<file path="config.mk">
export PLATFORM = sky130hd
export DESIGN_NAME = id_exe_pipe_reg
export DESIGN_NICKNAME = d
export VERILOG_FILES = /design/src/rtl/pipe_pkg.sv /design/src/rtl/load_use_detect.sv /design/src/rtl/id_exe_pipe_reg.sv
export SDC_FILE = /design/constraint.sdc
export NUM_CORES = 1
export LEC_CHECK = 0
export ABC_AREA = 1
export CORE_MARGIN = 4
export CORE_UTILIZATION = 25
export DETAILED_ROUTE_END_ITERATION = 16
export GPL_ROUTABILITY_DRIVEN = 0
export PLACE_DENSITY = 0.56
export REMOVE_ABC_BUFFERS = 1
export SETUP_SLACK_MARGIN = 0.5
export SYNTH_ARGS = -nofsm -noshare
export SYNTH_HDL_FRONTEND = slang
export SYNTH_SLANG_ARGS = --single-unit
</file>
<file path="constraint.sdc">
create_clock -name clk -period 6.7 [get_ports clk]
set_clock_uncertainty 0.1 [all_clocks]
set_input_delay 1.34 -clock clk [delete_from_list [all_inputs] [get_ports clk]]
set_output_delay 1.34 -clock clk [all_outputs]
set_load 0.02 [all_outputs]
</file>
<file path="src/rtl/pipe_pkg.sv">
// Shared encodings and control-bundle type for the RV32I ID/EXE stage.
package pipe_pkg;

    typedef enum logic [2:0] {
        R_TYPE     = 3'b000,
        I_TYPE     = 3'b001,
        ADD_TYPE   = 3'b010,
        I_JAL_TYPE = 3'b011,
        B_TYPE     = 3'b100,
        U_LUI_TYPE = 3'b101
    } alu_ctrl_op_e;

    typedef enum logic [1:0] {
        N_BRANCH   = 2'b00,
        JAL_BRANCH = 2'b01,
        B_BRANCH   = 2'b10,
        J_BRANCH   = 2'b11
    } branch_signal_e;

    typedef enum logic [2:0] {
        IMM_I = 3'b000,
        IMM_S = 3'b001,
        IMM_B = 3'b010,
        IMM_U = 3'b011,
        IMM_J = 3'b100
    } imm_type_e;

    typedef struct packed {
        alu_ctrl_op_e   alu_ctrl_op;
        logic           exe_pc_sel;
        logic           alu_rs2_sel;
        logic           mem_rd_sel;
        branch_signal_e branch_signal;
        logic           dm_read;
        logic           dm_write;
        logic           reg_file_write;
        logic           wb_data_sel;
    } ctrl_bundle_t;

    // A bubble must look like a harmless ADD with no side effects.
    localparam ctrl_bundle_t CTRL_BUBBLE = '{
        alu_ctrl_op:    ADD_TYPE,
        exe_pc_sel:     1'b0,
        alu_rs2_sel:    1'b0,
        mem_rd_sel:     1'b0,
        branch_signal:  N_BRANCH,
        dm_read:        1'b0,
        dm_write:       1'b0,
        reg_file_write: 1'b0,
        wb_data_sel:    1'b0
    };

endpackage

</file>
<file path="src/rtl/load_use_detect.sv">
// Load-use hazard detection between the load sitting in EXE and the ID instruction.
module load_use_detect
    import pipe_pkg::*;
(
    input  logic       exe_valid,
    input  logic       exe_dm_read,
    input  logic [4:0] exe_rd_addr,
    input  logic       id_valid,
    input  logic [4:0] id_rs1_addr,
    input  logic [4:0] id_rs2_addr,
    input  logic       flush,
    input  logic       stall,
    output logic       haz,
    output logic       ld_use_stall
);

    logic rd_match;

    assign rd_match = (exe_rd_addr == id_rs1_addr) | (exe_rd_addr == id_rs2_addr);

    // x0 never carries a real dependency, so a load to x0 cannot stall.
    assign haz = exe_valid & exe_dm_read & (exe_rd_addr != 5'd0) & id_valid & rd_match;

    assign ld_use_stall = haz & ~flush & ~stall;

endmodule

</file>
<file path="src/rtl/id_exe_pipe_reg.sv">
// ID/EXE pipeline register with load-use bubble insertion, flush squash and a
// saturating bubble counter.
module id_exe_pipe_reg
    import pipe_pkg::*;
#(
    parameter int XLEN  = 32,
    parameter int CNT_W = 16
) (
    input  logic             clk,
    input  logic             rst,
    input  logic             stall,
    input  logic             flush,
    input  logic             ID_valid,
    input  logic [XLEN-1:0]  ID_pc,
    input  logic [XLEN-1:0]  ID_rs1_data,
    input  logic [XLEN-1:0]  ID_rs2_data,
    input  logic [XLEN-1:0]  ID_imm,
    input  logic [4:0]       ID_rs1_addr,
    input  logic [4:0]       ID_rs2_addr,
    input  logic [4:0]       ID_rd_addr,
    input  logic [2:0]       ID_funct3,
    input  logic             ID_funct7_b5,
    input  logic [2:0]       ID_ALU_Ctrl_op,
    input  logic             ID_EXE_pc_sel,
    input  logic             ID_ALU_rs2_sel,
    input  logic             ID_MEM_rd_sel,
    input  logic             ID_DM_read,
    input  logic             ID_DM_write,
    input  logic             ID_reg_file_write,
    input  logic             ID_WB_data_sel,
    input  logic [1:0]       ID_branch_signal,
    output logic             EXE_valid,
    output logic [XLEN-1:0]  EXE_pc,
    output logic [XLEN-1:0]  EXE_rs1_data,
    output logic [XLEN-1:0]  EXE_rs2_data,
    output logic [XLEN-1:0]  EXE_imm,
    output logic [4:0]       EXE_rs1_addr,
    output logic [4:0]       EXE_rs2_addr,
    output logic [4:0]       EXE_rd_addr,
    output logic [2:0]       EXE_funct3,
    output logic             EXE_funct7_b5,
    output logic [2:0]       EXE_ALU_Ctrl_op,
    output logic             EXE_EXE_pc_sel,
    output logic             EXE_ALU_rs2_sel,
    output logic             EXE_MEM_rd_sel,
    output logic             EXE_DM_read,
    output logic             EXE_DM_write,
    output logic             EXE_reg_file_write,
    output logic             EXE_WB_data_sel,
    output logic [1:0]       EXE_branch_signal,
    output logic             ld_use_stall,
    output logic [CNT_W-1:0] bubble_cnt
);

    typedef struct packed {
        logic [XLEN-1:0] pc;
        logic [XLEN-1:0] rs1_data;
        logic [XLEN-1:0] rs2_data;
        logic [XLEN-1:0] imm;
        logic [4:0]      rs1_addr;
        logic [4:0]      rs2_addr;
        logic [4:0]      rd_addr;
        logic [2:0]      funct3;
        logic            funct7_b5;
    } data_bundle_t;

    function automatic logic [CNT_W-1:0] sat_inc(input logic [CNT_W-1:0] v);
        return (&v) ? v : v + CNT_W'(1);
    endfunction

    ctrl_bundle_t     id_ctrl;
    ctrl_bundle_t     exe_ctrl_q;
    data_bundle_t     id_data;
    data_bundle_t     exe_data_q;
    logic             exe_valid_q;
    logic [CNT_W-1:0] bubble_cnt_q;
    logic             haz;
    logic             hold;
    logic             load_bubble;
    logic             count_bubble;

    assign id_ctrl = '{
        alu_ctrl_op:    alu_ctrl_op_e'(ID_ALU_Ctrl_op),
        exe_pc_sel:     ID_EXE_pc_sel,
        alu_rs2_sel:    ID_ALU_rs2_sel,
        mem_rd_sel:     ID_MEM_rd_sel,
        branch_signal:  branch_signal_e'(ID_branch_signal),
        dm_read:        ID_DM_read,
        dm_write:       ID_DM_write,
        reg_file_write: ID_reg_file_write,
        wb_data_sel:    ID_WB_data_sel
    };

    assign id_data = '{
        pc:        ID_pc,
        rs1_data:  ID_rs1_data,
        rs2_data:  ID_rs2_data,
        imm:       ID_imm,
        rs1_addr:  ID_rs1_addr,
        rs2_addr:  ID_rs2_addr,
        rd_addr:   ID_rd_addr,
        funct3:    ID_funct3,
        funct7_b5: ID_funct7_b5
    };

    load_use_detect u_load_use_detect (
        .exe_valid    (exe_valid_q),
        .exe_dm_read  (exe_ctrl_q.dm_read),
        .exe_rd_addr  (exe_data_q.rd_addr),
        .id_valid     (ID_valid),
        .id_rs1_addr  (ID_rs1_addr),
        .id_rs2_addr  (ID_rs2_addr),
        .flush        (flush),
        .stall        (stall),
        .haz          (haz),
        .ld_use_stall (ld_use_stall)
    );

    // Flush overrides stall; an empty ID slot becomes a bubble but is not counted.
    assign hold         = stall & ~flush;
    assign count_bubble = flush | haz;
    assign load_bubble  = count_bubble | ~ID_valid;

    always_ff @(posedge clk or posedge rst) begin
        if (rst) begin
            exe_valid_q  <= 1'b0;
            exe_ctrl_q   <= CTRL_BUBBLE;
            exe_data_q   <= '0;
            bubble_cnt_q <= '0;
        end else if (!hold) begin
            exe_valid_q <= ~load_bubble;
            exe_ctrl_q  <= load_bubble ? CTRL_BUBBLE : id_ctrl;
            exe_data_q  <= load_bubble ? data_bundle_t'('0) : id_data;
            if (count_bubble) begin
                bubble_cnt_q <= sat_inc(bubble_cnt_q);
            end
        end
    end

    assign EXE_valid          = exe_valid_q;
    assign EXE_pc             = exe_data_q.pc;
    assign EXE_rs1_data       = exe_data_q.rs1_data;
    assign EXE_rs2_data       = exe_data_q.rs2_data;
    assign EXE_imm            = exe_data_q.imm;
    assign EXE_rs1_addr       = exe_data_q.rs1_addr;
    assign EXE_rs2_addr       = exe_data_q.rs2_addr;
    assign EXE_rd_addr        = exe_data_q.rd_addr;
    assign EXE_funct3         = exe_data_q.funct3;
    assign EXE_funct7_b5      = exe_data_q.funct7_b5;
    assign EXE_ALU_Ctrl_op    = exe_ctrl_q.alu_ctrl_op;
    assign EXE_EXE_pc_sel     = exe_ctrl_q.exe_pc_sel;
    assign EXE_ALU_rs2_sel    = exe_ctrl_q.alu_rs2_sel;
    assign EXE_MEM_rd_sel     = exe_ctrl_q.mem_rd_sel;
    assign EXE_DM_read        = exe_ctrl_q.dm_read;
    assign EXE_DM_write       = exe_ctrl_q.dm_write;
    assign EXE_reg_file_write = exe_ctrl_q.reg_file_write;
    assign EXE_WB_data_sel    = exe_ctrl_q.wb_data_sel;
    assign EXE_branch_signal  = exe_ctrl_q.branch_signal;
    assign bubble_cnt         = bubble_cnt_q;

endmodule
</file>
======== Word-level counts from Yosys, hierarchy flattened ========
Index checks and enable logic that the tools add are counted.
operators by class
  reduce and logical (&&, ||, !) cells .... 3
  bitwise operators ....................... 16
  eq/ne operators ......................... 2
  mux-type cells .......................... 2
  add/subtract/negate cells ............... 1
operator list
  cell                                           number
  2-to-1 mux 147 bit                             1
  adder 16 x 1 -> 16 bit, second input constant  1
  AND reduction 16 bit                           1
  2-to-1 mux 12 bit                              1
  equality test 5 bit                            2
  bitwise AND 1 bit                              7
  NOT 1 bit                                      6
  nonzero test 5 bit                             1
  OR 1 bit                                       3
  AND reduction 3 bit                            1
storage, ports and cells
  bits of input ports ..................... 164
  logic and storage cells ................. 44
  register bits after elaboration ......... 176

======== Logic depth before layout (Yosys ltp) ========
  depth in word-level cells ............... 7
  mapped depth ............................ 12
  depth with buffers taken out ............ 11

======== Hierarchy ========
Synthesis repeated with hierarchy kept, for this count alone.
second synthesis, totals
  cells, all modules ...................... 554
  area total of the unflattened synthesis .. 6,952.9 um2
modules (own cells, without submodules)
  module           sequential area each (um2)  instances  cells an instance  area each (um2)
  id_exe_pipe_reg  4,405.5                     1          502                6,732.7
  load_use_detect  0.0                         1          52                 220.2

======== Worst setup path before layout ========
OpenSTA, ideal clock, no wires.
  path kind ............................... input -> output
  from .................................... input ID_rs1_addr[4]
  to ...................................... output ld_use_stall
  data arrival time ....................... 2.452 ns
  slack ................................... 2.808 ns
  required time ........................... 5.260 ns
  path buffers ............................ 1
  stages .................................. 9
  cell sequence ........................... inv_1 -> nand2_1 -> nand2_1 -> nor2_1 -> nand3_1 -> nand2_2 -> nand2_4 -> buf_2 -> nor3_1
on the way
  cells in the longest elaborated chain, start to end .. 5
ends and longest elaborated chain
  what                             RTL line               source
  from (decl)                      id_exe_pipe_reg.sv:18  input logic [4:0] ID_rs1_addr,
  equality test 5 bit              load_use_detect.sv:19  assign rd_match = (exe_rd_addr == id_rs1_addr) | (exe_rd_addr == id_rs2_addr);
  OR 1 bit                         load_use_detect.sv:19
  bitwise AND 1 bit                load_use_detect.sv:22  assign haz = exe_valid & exe_dm_read & (exe_rd_addr != 5'd0) & id_valid & rd_match;
  bitwise AND 1 bit (2 in series)  load_use_detect.sv:24  assign ld_use_stall = haz & ~flush & ~stall;
  to (decl)                        id_exe_pipe_reg.sv:51  output logic ld_use_stall,
No other way between the ends.

======== Worst setup path after layout ========
  from .................................... input ID_rs2_addr[4]
  to ...................................... output ld_use_stall
on the way
  cells in the longest elaborated chain, start to end .. 5
ends and longest elaborated chain
  what                             RTL line               source
  from (decl)                      id_exe_pipe_reg.sv:19  input logic [4:0] ID_rs2_addr,
  equality test 5 bit              load_use_detect.sv:19
  OR 1 bit                         load_use_detect.sv:19
  bitwise AND 1 bit                load_use_detect.sv:22
  bitwise AND 1 bit (2 in series)  load_use_detect.sv:24
No other way between the ends.

==> run_results.csv <==
group,metric,value,unit
floorplanning,rows,63,
critical_path,worstSetupPathType,"in2out",
critical_path,crit_required,5.26,ns
global_routing,antenna_found_initial,1,
placement,port-buffer-count,340,
drt,vias,6877,
power,total_power,0.00255,W
sta,clock.fmax,220,MHz
sta,fin_crit,4.55,ns
layout,n_fill_cell,3003,
global_routing,grt_pass1_vias,7159,
yosys,syn_inst,866,
sta,setup_viol,0,
critical_path,worst-path-max-fanout,2,
clock_network,cts_tree,"yes",
critical_path,crit_family,"buffers and inverters",
yosys,async_flop_share,1.00,
global_routing,grt-ovfl-total,0,
yosys,ys_warn_count,0,
clock_network,clock_latency,0.42,ns
yosys,avgSynthCellArea,8.69,um2
critical_path,path_cells,"clkdlybuf4s50_1, inv_1, nand2_1, nand2_1, nor2_1, nand3_1, nand2_2, nand2_4, nor3_1, clkdlybuf4s50_1",
yosys,synth_top_flop_cell,"dfrtp_1",
sta,period_share,0.680,
layout,multi_input_area,2720,um2
floorplanning,die_h,181,um
clock_network,clk_pin_slew,0.07,ns
critical_path,end_kind,"output pin",
yosys,seq_area_frac_synth,0.585,
critical_path,cp.arrival,3.11,ns
critical_path,crit_slowest_cell,"clkdlybuf4s50_1",
sta,final_max_slew_viol_count,0,
yosys,synth-edff-count,0,
clock_network,cts_resized,0,
yosys,synth.area.top_cells,"dfrtp_1, nand2_1, nand3_1, buf_2, buf_6",
critical_path,cp-start-kind,"input port",
global_routing,grt_pass1_wl,40600,um
sta,slew_headroom,0.339,
drt,post-route-drc-count,0,
sta,tightest_slew,0.991,ns
worst_hold_path,hold_class,"reg2reg",
clock_network,cts_root_buf,"clkbuf_16",
power,ir_drop,0.128,mV
global_routing,grt_max_degree,153,
global_routing,grt_usage,0.153,
power,p_per_area,217,nW/um2
critical_path,path_buf_inv,3,
sta,hold_viol,0,
clock_network,cts_buffers,17,
layout,register_area,4410,um2
yosys,syn_area,7520,um2
drt,vias_per_cell,4.35,
floorplanning,die_w,181,um
sta,rsz0062_at_grt,"false",
drt,drt_wl_total,25700,um
placement,hpwl,17500,um
layout,area_delta_synth_final,56.4,%
layout,drive_gt1_frac,0.0462,
drt,wl_per_cell,16.2,um
layout,fin_area,11800,um2
layout,nets,1343,
floorplanning,initial_core_util,0.254,
floorplanning,num_io_pins,341,
yosys,synth_cell_types,26,
floorplanning,coreArea,29600,um2
critical_path,slowest_delay,0.63,ns
clock_network,cts.sinks,176,
clock_network,hold_buffers,0,
placement,post_dp_cell_area,11200,um2
yosys,synth_commonest_cells,"nand2_1, nand3_1, dfrtp_1",
drt,drtPass1Iterations,5,
power,p_leak,5.63,nW
clock_network,cts_max_level,4,
yosys,yosysMostFrequentCell,"nand2_1",
drt,drt-initial-drc-count,378,
yosys,synth_top_area_share,0.582,
outcome,run_status,"finished clean",
flow_run,cap_violations,0,
drt,ant_nets,0,
clock_network,clockBufferDepth,2,
floorplanning,dieArea,32900,um2
yosys,netlist.top_cell.by_area,"dfrtp_1",
clock_network,post-cts-setup-buffer-count,0,
yosys,synth_seq_cells,176,
state kept, by name (all words and copies together), names as in the netlist, 3 cells and up:
name	cells
EXE_rd_addr	5
EXE_rs2_addr	5
bubble_cnt	16
EXE_rs1_addr	5
EXE_rs2_data	32
EXE_rs1_data	32
EXE_pc	32
EXE_imm	32
EXE_ALU_Ctrl_op	3
EXE_funct3	3
kinds of logic after synthesis:
logic type,Yosys count,synth area share
simple gates,582,0.331
flops,176,0.585
buf+inv,78,0.0542
xor+xnor,16,0.0186
compound gates,13,0.00898
fa+ha+maj,1,0.00166
path summary, 6_finish.rpt:
check | start | end | slack (ns) | cells after the start
hold / removal | EXE_rs1_data[29]$_DFFE_PP0N_ | EXE_rs1_data[29]$_DFFE_PP0N_ | 0.38 | 2
hold reg to reg | EXE_rs1_data[29]$_DFFE_PP0N_ | EXE_rs1_data[29]$_DFFE_PP0N_ | 0.38 | 2
setup reg to reg | EXE_rd_addr[4]$_DFFE_PP0N_ | EXE_pc[10]$_DFFE_PP0N_ | 3.82 | 11
setup / recovery | ID_rs2_addr[4] | ld_use_stall | 2.15 | 10
max in group asynchronous | rst | EXE_rs1_data[6]$_DFFE_PP0N_ | 4.13 | 3
min in group asynchronous | rst | EXE_pc[12]$_DFFE_PP0N_ | 1.31 | 2
worst min-delay path: cells and delay by family, from the launching register on:
| family | cells | cell delay [ns] |
|---|---|---|
| AND/OR/NAND/NOR | 2 | 0.10 |
| flip-flops | 1 | 0.34 |
power breakdown:
part	internal [W]	switching (W)	total, W
sequential	0.00111	0.0000397	0.00115
combinational	0.000201	0.000198	0.000399
clock	0.000530	0.000476	0.00101
metal layers:
layer	global-route usage	up-vias	share of wire
met2	0.251	240	0.48
met1	0.195	3232	0.43
met5	0	-	0
li1	-	3385	-
met4	0.0369	0	0.016
met3	0.0515	20	0.076
cells in the final DEF (no fill, tap or decap), drive strengths merged, types with 2 or more instances in the layout:
cell type | Yosys | final
nand2 | 375 | 375
clkdlybuf4s50 | 0 | 340
nand3 | 178 | 178
dfrtp | 175 | 175
inv | 24 | 30
nor2 | 21 | 21
clkbuf | 6 | 19
o21ai | 12 | 12
xnor2 | 8 | 8
xor2 | 8 | 8
buf | 47 | 6
nor3 | 5 | 5
clkinv | 1 | 5
nand4 | 2 | 2
clkinvlp | 0 | 2
final cells by class:
class                      instances  share of cell area
clock inverter                    13              0.0125
multi-input combinational        612               0.231
clock buffer                      19              0.0368
tap                              390              0.0415
sequential                       176               0.374
timing repair buffer             346               0.295
antenna                            1            0.000213
inverter                          25             0.00861
per-stage QoR:
step	worst slack (ns)	setup TNS [ns]	cells	hold WS, ns	utilization
4_1_cts	2.14	0	1581	0.383	0.397
5_1_grt	2.01	0	1582	0.388	0.397
2_1_floorplan	-4.65	-543.65	813	0.491	-
3_5_place_dp	2.15	0	1549	0.364	0.377
6_report	2.15	0	1582	0.380	0.397
3_3_place_gp	2.17	0	1549	0.361	0.377
Power figures use the tool's default switching activity.
==> variant: new RTL, same flow settings <==
Make the reset (`rst`) synchronous in one clocked block.
--- a/src/rtl/id_exe_pipe_reg.sv
+++ b/src/rtl/id_exe_pipe_reg.sv
@@ -121,7 +121,7 @@
     assign count_bubble = flush | haz;
     assign load_bubble  = count_bubble | ~ID_valid;
 
-    always_ff @(posedge clk or posedge rst) begin
+    always_ff @(posedge clk) begin
         if (rst) begin
             exe_valid_q  <= 1'b0;
             exe_ctrl_q   <= CTRL_BUBBLE;
Behaviour: differs if rst is asserted again (counterexample within 4 cycles, from zero or initial values and one cycle with rst high); with rst held inactive, the same outputs for 4 cycles.
==> variant against the original RTL <==
  * Area after synthesis is 8.0% lower
  * Sequential cell count unchanged
  * Clock power up 6%
  * Critical path depth is the same
  * Power down 5.7%
  * Worst setup slack got worse by 260 ps
  * Final area fell by 5.2%
  * Global-route usage grew 0.50 points
  * Routed wire length fell by 2.5%
  * Critical path type unchanged
  * Largest power group unchanged
==> variant: results (changes against the original RTL) <==
[outcome]
status=finished, final reports clean

[power]
power.leakage_nw=3.78  ; -33%
peakVddDrop_mv=0.113  ; -11%

[cells_and_area]
drive_gt1_frac=0.0455  ; -0.000650
antenna_cells=0  ; -1
final_nets=1360  ; +1.3%

[clock_tree]
cts_setup_buffers=0  ; unchanged
clkLatencyLatePin_ps=430
ctsResizeCount=0  ; unchanged
path_clk_slew_ps=70  ; about the same
clock-root-buffer=clkbuf_16
numCtsBuffers=17  ; unchanged
clk_path_buf_depth=2  ; unchanged
cts.htree.levels=4  ; unchanged

[place]
port-buffer-count=340  ; unchanged
hpwlAfterDp_mm=16.7  ; -4.9%

[synthesis]
synth_common_cells=215 x nand2_1, 184 x nand3_1, 176 x dfxtp_1, 172 x a21oi_1, 43 x clkbuf_1
synthArstFlopShare=0  ; -1.00
ys_seq_area_frac=0.509  ; -0.0766
ys_warn_count=0  ; unchanged
synth_cell_types=26  ; unchanged
synthTopCellsByArea=dfxtp_1 51%, nand3_1 13%, a21oi_1 12%, nand2_1 12%, clkbuf_1 2.3%

[route]
dr.first_iter.drc_count=414  ; +9.5%
viasPerCell=4.54  ; +4.4%
first_pass_iters=5  ; unchanged
routed_wl_mm=25.1  ; -2.5%

[setup_path]
critPathMaxFanout=23  ; +21
rrSetupSlack_ps=3620  ; -200 ps
arrival_ps=3370  ; +260 ps

[global_routing]
grt_pass1_wl_mm=39.2  ; -3.4%
grt_use_total=0.158  ; +0.00499
grt_antenna_before_repair=1  ; unchanged
grt_pass1_vias=7015  ; -2.0%
grt_max_degree=97  ; -37%

[timing]
max_slew_margin=0.337  ; -0.00273
holdWs_ps=363  ; -17.3 ps

[worst_hold_path]
hold_path.class=reg2reg

## variant: changes by cell type in the layout (fill, tap and decap cells not counted), moves of 9 or more
cell,delta
inv_1,+13
dfxtp_1,+176
o21ai_0,-9
nand2_1,-155
dfrtp_1,-175
a21oi_1,+172
## variant: area by class of cell
cell class | instances | area, sq um
multi-input combinational | 623 | 2960
clock buffer | 18 | 439
timing repair buffer | 347 | 3470
sequential | 176 | 3520
tap | 372 | 465
clock inverter | 14 | 188
fill | 2766 | 15900
inverter | 30 | 115
## variant: report_power, final
group | switching (mW) | internal [mW]
Clock | 0.485 | 0.581
Sequential | 0.0115 | 1.07
Combinational | 0.123 | 0.140
## variant: kinds of logic (layout without fill, tap and decap cells)
kind of cell | Yosys count | count (layout) | synth area share
compound gates | 180 | 180 | 0.134
buf+inv | 103 | 409 | 0.0658
simple gates | 429 | 429 | 0.273
fa+ha+maj | 1 | 1 | 0.00181
flops | 176 | 176 | 0.509
xor+xnor | 13 | 13 | 0.0164
## variant: final timing paths
| check | start | cells after the start | endpoint |
|---|---|---|---|
| worst max-delay path | ID_rs1_addr[1] | 10 | ld_use_stall |
| worst min-delay path | EXE_rs2_data[21] | 2 | EXE_rs2_data[21] |
| worst max register to register | EXE_rd_addr[0] | 11 | EXE_ALU_Ctrl_op[1] |
| worst min register to register | EXE_rs2_data[21] | 2 | EXE_rs2_data[21] |
## variant: routing by layer
metal | global-route usage | part of all wire | vias to the layer above | wire length (microns)
met2 | 0.257 | 0.47 | 233 | 11800
met5 | 0 | 0.00052 | - | 13
met4 | 0.0379 | 0.014 | 2 | 340
met1 | 0.199 | 0.43 | 3312 | 10900
li1 | - | - | 3601 | -
met3 | 0.0563 | 0.081 | 25 | 2040
## variant: through the flow
step	total power, mW	setup slack [ps]	instances	cell area, sq um
after floorplan	1.18	105	829	6580
after global placement	1.37	1870	1548	10500
after detailed placement	1.37	1850	1548	10500
after CTS	2.45	1850	1580	11200
after global routing	2.51	1770	1580	11200
final	2.41	1890	1580	11200
## variant: critical path: stages
cell             delay [ps]
clkdlybuf4s50_1         510
inv_1                    50
nand2_1                  50
nand2_1                  50
nor2_1                  180
nand3_1                  90
nand2_1                 110
nand2_4                 170
nor3_1                  170
clkdlybuf4s50_1         630
